==> config.mk <==
export PLATFORM = sky130hd
export DESIGN_NAME = sram_arbiter
export DESIGN_NICKNAME = d
export VERILOG_FILES = /design/src/rtl/sram_arbiter.sv
export SDC_FILE = /design/constraint.sdc
export NUM_CORES = 1
export LEC_CHECK = 0
export BUFFER_PORTS_ARGS = -buffer_cell sky130_fd_sc_hd__clkbuf_2
export CORE_AREA = 3 3 118 120
export DETAILED_ROUTE_END_ITERATION = 6
export DIE_AREA = 0 0 121 123
export MAX_ROUTING_LAYER = met4
export PLACE_DENSITY = 0.57
export SLEW_MARGIN = 20
export SYNTH_ARGS = -nofsm -noshare
export SYNTH_HDL_FRONTEND = slang
export SYNTH_SLANG_ARGS = --single-unit
==> constraint.sdc <==
create_clock -name clock -period 1.53 [get_ports clock]
set_input_delay 0 -clock clock [delete_from_list [all_inputs] [get_ports clock]]
set_output_delay 0 -clock clock [all_outputs]
set_load 0.02 [all_outputs]
==> src/rtl/sram_arbiter.sv <==
// Purpose: two-port round-robin arbiter onto one single-port SRAM, with a port-ID FIFO routing each response back to its issuer.
// Latency: grant in the request cycle when the SRAM is ready and the FIFO has room; responses pass through with zero added cycles.
// Backpressure: a full routing FIFO forces mem_req_o/gnt_o low until a response pops an entry (slot usable the next cycle).
// Build option: define SRAM_ARB_FIXED_PRIO_EN to pin priority on port 0 instead of round-robin.
module sram_arbiter #(
    parameter int Aw          = 12,
    parameter int Dw          = 32,
    parameter int Outstanding = 2
) (
    input  logic                clock,
    input  logic                reset,
    input  logic [1:0]          req_i,
    output logic [1:0]          gnt_o,
    input  logic [1:0]          we_i,
    input  logic [1:0][Aw-1:0]  addr_i,
    input  logic [1:0][Dw-1:0]  wdata_i,
    input  logic [1:0][Dw-1:0]  wmask_i,
    output logic [Dw-1:0]       rdata_o,
    output logic [1:0]          rvalid_o,
    output logic                mem_req_o,
    input  logic                mem_gnt_i,
    output logic                mem_we_o,
    output logic [Aw-1:0]       mem_addr_o,
    output logic [Dw-1:0]       mem_wdata_o,
    output logic [Dw-1:0]       mem_wmask_o,
    input  logic [Dw-1:0]       mem_rdata_i,
    input  logic                mem_rvalid_i
);

    localparam int CntW = $clog2(Outstanding + 1);
    localparam int PtrW = (Outstanding > 1) ? $clog2(Outstanding) : 1;

    // Selected request fields, bundled so the mux stays one expression.
    typedef struct packed {
        logic          we;
        logic [Aw-1:0] addr;
        logic [Dw-1:0] wdata;
        logic [Dw-1:0] wmask;
    } mem_cmd_t;

    logic                   prio_q;
    logic [Outstanding-1:0] id_q;
    logic [PtrW-1:0]        rd_ptr_q;
    logic [PtrW-1:0]        wr_ptr_q;
    logic [CntW-1:0]        count_q;

    logic     fifo_full;
    logic     fifo_empty;
    logic     sel;
    logic     mux_sel;
    logic     accept;
    logic     pop;
    mem_cmd_t cmd;

    assign fifo_full  = (count_q == CntW'(Outstanding));
    assign fifo_empty = (count_q == '0);

    // Preferred port wins if it asks, otherwise the other port; idle defaults to port 0.
    always_comb begin
        sel = 1'b0;
        if (req_i[prio_q]) begin
            sel = prio_q;
        end else if (req_i[~prio_q]) begin
            sel = ~prio_q;
        end
    end

    // Full depends only on registered count, so responses never reach gnt_o combinationally.
    assign mem_req_o = (|req_i) & ~fifo_full & ~reset;
    assign accept    = mem_req_o & mem_gnt_i;
    assign gnt_o     = accept ? (sel ? 2'b10 : 2'b01) : 2'b00;

    // Idle cycles present port 0's fields so the bus is never X.
    assign mux_sel = mem_req_o & sel;

    // Steer the chosen port's command fields onto the SRAM bus.
    always_comb begin
        cmd.we    = we_i[mux_sel];
        cmd.addr  = addr_i[mux_sel];
        cmd.wdata = wdata_i[mux_sel];
        cmd.wmask = wmask_i[mux_sel];
    end

    assign mem_we_o    = cmd.we;
    assign mem_addr_o  = cmd.addr;
    assign mem_wdata_o = cmd.wdata;
    assign mem_wmask_o = cmd.wmask;

    // A response with nothing outstanding is dropped rather than underflowing the FIFO.
    assign pop      = mem_rvalid_i & ~fifo_empty & ~reset;
    assign rvalid_o = pop ? (id_q[rd_ptr_q] ? 2'b10 : 2'b01) : 2'b00;
    assign rdata_o  = mem_rdata_i;

    // Round-robin pointer: after an accept the loser of that cycle becomes preferred.
    always_ff @(posedge clock) begin
        if (reset) begin
            prio_q <= 1'b0;
        end else begin
`ifdef SRAM_ARB_FIXED_PRIO_EN
            prio_q <= 1'b0;
`else
            if (accept) begin
                prio_q <= ~sel;
            end
`endif
        end
    end

    // Routing FIFO: pointers wrap at Outstanding so any depth works.
    always_ff @(posedge clock) begin
        if (reset) begin
            id_q     <= '0;
            rd_ptr_q <= '0;
            wr_ptr_q <= '0;
            count_q  <= '0;
        end else begin
            if (accept) begin
                id_q[wr_ptr_q] <= sel;
                wr_ptr_q       <= (wr_ptr_q == PtrW'(Outstanding - 1)) ? '0 : wr_ptr_q + 1'b1;
            end
            if (pop) begin
                rd_ptr_q <= (rd_ptr_q == PtrW'(Outstanding - 1)) ? '0 : rd_ptr_q + 1'b1;
            end
            case ({accept, pop})
                2'b10:   count_q <= count_q + 1'b1;
                2'b01:   count_q <= count_q - 1'b1;
                default: count_q <= count_q;
            endcase
        end
    end

endmodule

==> After elaboration in Yosys (flattened, before gate mapping) <==
Cells that the tools add are included.
{ "totals": {"reg_bits": 7, "in_bits": 192, "wordCells": 59} }
{ "op_classes": {"add_sub_neg": 4, "n_lt_le_gt_ge": 6, "n_eq_ne": 3, "mux": 26, "bitwise_logic": 11, "n_reduce_logical": 4} }
{ "ops": {"columns": ["cell", "n"], "rows": [
  ["$mux W32", 4],
  ["$mux W12", 2],
  ["$mux W1", 13],
  ["$lt A1 B2 Y1 const B", 5],
  ["$mux W2", 4],
  ["$and A1 B1 Y1", 6],
  ["$not A1 Y1", 5],
  ["$eq A2 B2 Y1 const B", 2],
  ["$pmux W2 S2", 1],
  ["$add A1 B1 Y1 const B", 2],
  ["$add A2 B1 Y2 const B", 1],
  ["$bwmux W2", 1],
  ["$eq A2 B1 Y1 const B", 1],
  ["$logic_not A2 Y1", 1],
  ["$reduce_bool A2 Y1", 1],
  ["$reduce_or A2 Y1", 1],
  ["$sub A2 B1 Y2 const B", 1],
  ["$demux W1 S1", 1],
  ["$ge A1 B1 Y1 const B", 1],
  ["$logic_and A1 B1 Y1", 1]
]} }

==> Depth between registers and ports, before layout <==
{ "logic_depth": {"word_depth": 8, "mapped_depth": 8, "mapped_depth_nobuf": 7} }

==> Worst setup path after synthesis <==
No wires, ideal clock.
{ "synth_path": {"path_kind": "register -> register", "start": "register count_q[0]", "end": "register count_q[1]", "setup_time_ps": 71, "t_arrival_ps": 1615, "required_ps": 1459, "slack_ps": -156, "path_stages_with_launch": 7, "path_cell_list": "dfxtp_1 -> nor2b_1 -> nor3_1 -> inv_1 -> ha_1 -> or3_1 -> a21oi_1"} }
{ "synth_via": {"elab_chain_len": 7, "elab_cells_between_ends": 15, "classes_between": "add/sub: 2; eq/ne: 3; mux: 1; bitwise: 7; reduce/logical: 2"} }
{ "synth_rtl": {"columns": ["element", "line_no", "rtl"], "rows": [
  ["from (decl)", "45", "logic [CntW-1:0] count_q;"],
  ["from (signal assigned)", "125", "2'b10: count_q <= count_q + 1'b1;"],
  ["from (signal assigned)", "126", "2'b01: count_q <= count_q - 1'b1;"],
  ["from (signal assigned)", "127", "default: count_q <= count_q;"],
  ["$eq A2 B2 Y1", "55", "assign fifo_full = (count_q == CntW'(Outstanding));"],
  ["$not A1 Y1", "69", "assign mem_req_o = (|req_i) & ~fifo_full & ~reset;"],
  ["$and A1 B1 Y1 (2 in a row)", "69", null],
  ["$and A1 B1 Y1", "70", "assign accept = mem_req_o & mem_gnt_i;"],
  ["$eq A2 B1 Y1 / $eq A2 B2 Y1 (equally long branches)", "124", "case ({accept, pop})"],
  ["$pmux W2 S2 / $reduce_bool A2 Y1 (equally long branches)", null, null]
]} }
Several ways; a longest one is shown, not always the timed one.
A chain may end at the register's enable or synchronous reset.

==> Worst setup path in the final report <==
{ "layout_path": {"start": "register count_q[0]", "end": "output port mem_wmask_o[9]"} }
{ "layout_via": {"elab_chain_len": 7} }
{ "layout_rtl": {"columns": ["element", "line_no", "rtl"], "rows": [
  ["$eq A2 B2 Y1", "55", null],
  ["$not A1 Y1", "69", null],
  ["$and A1 B1 Y1 (2 in a row)", "69", null],
  ["$and A1 B1 Y1", "74", "assign mux_sel = mem_req_o & sel;"],
  ["$mux W32 (not written as such) (2 in a row)", "81", "cmd.wmask = wmask_i[mux_sel];"],
  ["to (decl)", "25", "output logic [Dw-1:0] mem_wmask_o,"]
]} }
No other way between the ends. The select of a mux whose other input is x is not followed.

==> results_dict.tcl <==
set metrics [dict create \
    die_h_um 123 \
    synth_fp_nets 358 \
    endpoint "mem_wmask_o[9]" \
    grt_pass1_wl_um 10580 \
    n_antenna_cell 0 \
    worstSetupPathType "flip-flop to output port" \
    r2r-end "count_q[1]$_SDFFE_PP0P_" \
    clk_pin_slew_ns 0.04 \
    rsz0062_at_grt "true" \
    worst_pin_slew_ns 0.5449 \
    grt_max_degree 22 \
    cp_data_required_time_ns 1.53 \
    finalSetupViolations 78 \
    cp.arrival_ns 1.74 \
    area_growth_pct 119.8 \
    tritoncts "done" \
    instances_no_fill 574 \
    drcViolationCount 0 \
    routed_via_density 3.638 \
    ir_drop_mv 0.2542 \
    ys_ff_latch 7 \
    synth.most_common_cell "mux2_2" \
    cts_buffer_depth 2 \
    cts_root_buffer "clkbuf_16" \
    ios 306 \
    die-area_um2 14880 \
    startpoint "count_q[0]$_SDFFE_PP0P_" \
    clk_latency_ns 0.23 \
    leakage_nw 1.947 \
    synth-main-ff-cell "dfxtp_1" \
    finClkSkew_ns 0.0004214 \
    dpl.cell_count 552 \
    wl_per_cell_um 15.08 \
    gr-total-overflow 0 \
    crit_path_end_kind "output port" \
    synth_commonest_cells "mux2_2 (69), buf_4 (38), mux2_4 (8)" \
    yosysTopAreaCell "mux2_2" \
    ant_nets 0 \
    slew_headroom 0.6329 \
    post-route-min-period_ns 1.744 \
    dpl.hpwl_um 6480 \
    grt_pass1_vias 2018 \
    cts_made_buffers 3 \
    finalMaxSlewViolations 0 \
    ys_seq_area_frac 0.08675 \
    power_density_nw_per_um2 528.1 \
    ys_types 30 \
    nets 592 \
    wl_um 8656 \
    antenna_found_initial 0 \
    fin_util 0.2713 \
    violations "negative setup slack" \
    worstRegToRegCells 8 \
    post_route_cells_drive_above_1_share 0.9196 \
    fmax_mhz 573.4 \
    synth_top_area_frac 0.4810 \
    hp-class "input pin to output port" \
    syn_avg_cell_area_um2 9.790 \
    hold_violations 0 \
    fin_crit_sh 1.140 \
    initial_core_util 0.1234 \
    netlist_area_um2 1615 \
    cts_max_level 1 \
    rows 42 \
    setup_tns_ns -13.11 \
    io_buffers 241 \
    ys_warn_count 0 \
    regToRegStartpoint "count_q[1]$_SDFFE_PP0P_" \
    ys_async_sr_fraction 0 \
    hold_buffers 0 \
    die_w_um 121 \
    synth_area_leaders "mux2_2 (48%), buf_4 (18%), dfxtp_1 (8.7%)" \
    startpoint_type "flip-flop" \
    whs_ns 0.000007045 \
    maxCapViolations 0 \
    dr.pass1.iters 4 \
    fin_ws_ns -0.2140 \
    num_vias 2088 \
    outcome "finished, violations left" \
    grt_usage 0.09270 \
    cp_max_fo 10 \
    syn-instance-count 165 \
    finalWeightedCongestion 0.8115 \
    rrSetupSlack_ns -0.09 \
    core_area_um2 13090 \
    clock-sinks 7 \
    synth_edf_count 0 \
    initialDrtViolationCount 36 \
]
==> critical path, cell delays in order (launching register included) <==
cell and delay, ns:
dfxtp_4 0.34, or2b_4 0.26, nand4_4 0.11, buf_6 0.15, clkbuf_16 0.16, mux2_2 0.34, clkbuf_2 0.16
==> report_power, final <==
group	total, mW	internal (mW)	switching [mW]
clock network	0.454	0.347	0.107
registers	0.214	0.202	0.0123
logic	1.21	0.666	0.540
total	1.87	1.22	0.659
==> worst min path at each step <==
stage,depth (start not counted),to,start,slack (ns)
3_5_place_dp,0,rdata_o[22],mem_rdata_i[22],0.0001
5_1_grt,0,rdata_o[31],mem_rdata_i[31],0.00003
6_report,0,rdata_o[15],mem_rdata_i[15],0.000007
2_1_floorplan,1,rdata_o[0],mem_rdata_i[0],0.11
3_3_place_gp,0,rdata_o[22],mem_rdata_i[22],0.0001
4_1_cts,0,rdata_o[22],mem_rdata_i[22],0.0001
==> routing by layer <==
| layer | global-route usage | up-vias | routed length [um] |
|---|---|---|---|
| met5 | - | - | 0 |
| met4 | 0.02266 | 0 | 108 |
| met3 | 0.02425 | 9 | 680 |
| met2 | 0.1553 | 108 | 4451 |
| met1 | 0.1117 | 949 | 3414 |
| li1 | - | 1022 | - |
==> final cells by class <==
class                           count  area [um^2]
Clock buffer                        4        78.83
Fill cell                        1401         9535
Inverter                            4        15.01
Multi-Input combinational cell    112         1270
Sequential cell                     7        146.4
Tap cell                          176        220.2
Timing Repair Buffer              271         1819
==> per-stage QoR <==
| stage | area, um^2 | power (mW) | setup slack [ns] |
|---|---|---|---|
| CTS | 3206 | 1.737 | -0.2547 |
| global route | 3550 | 1.989 | -0.2674 |
| detailed placement | 2855 | 1.172 | -0.1339 |
| finish | 3550 | 1.875 | -0.2140 |
| global placement | 2855 | 1.170 | -0.1134 |
| floorplan | 1634 | 0.8837 | 0.01991 |
==> placed cells by master, fill, tap and decap left out, types with 3 or more instances in the layout <==
master	instances
inv_1	3
buf_4	20
mux2_2	53
dfxtp_1	4
buf_12	6
buf_2	25
clkbuf_16	8
clkbuf_2	183
buf_8	6
mux2_4	24
nor2_1	4
buf_6	26
==> registers in the layout (all words and copies together) (netlist names) <==
signal / count
count_q: 2
id_q: 2
prio_q: 1
rd_ptr_q: 1
wr_ptr_q: 1
==> kinds of logic after synthesis <==
logic type	Yosys count	share of synthesized area
muxes	78	0.5616
DFF	7	0.08675
buffers and inverters	46	0.2076
and+or+nand+nor	19	0.07205
adders and majority gates	1	0.007745
AOI/OAI and AO/OA	11	0.04802
xor gates and xnor gates	3	0.01627
==> what timing repair did <==
action,4_1_cts,5_1_grt
endpoints found under the setup margin,79,83
pin swaps,1,2
gates cloned,3,6
buffers inserted,8,4
gates resized for setup,23,132
Note: power is estimated with default switching activity, not from simulation.
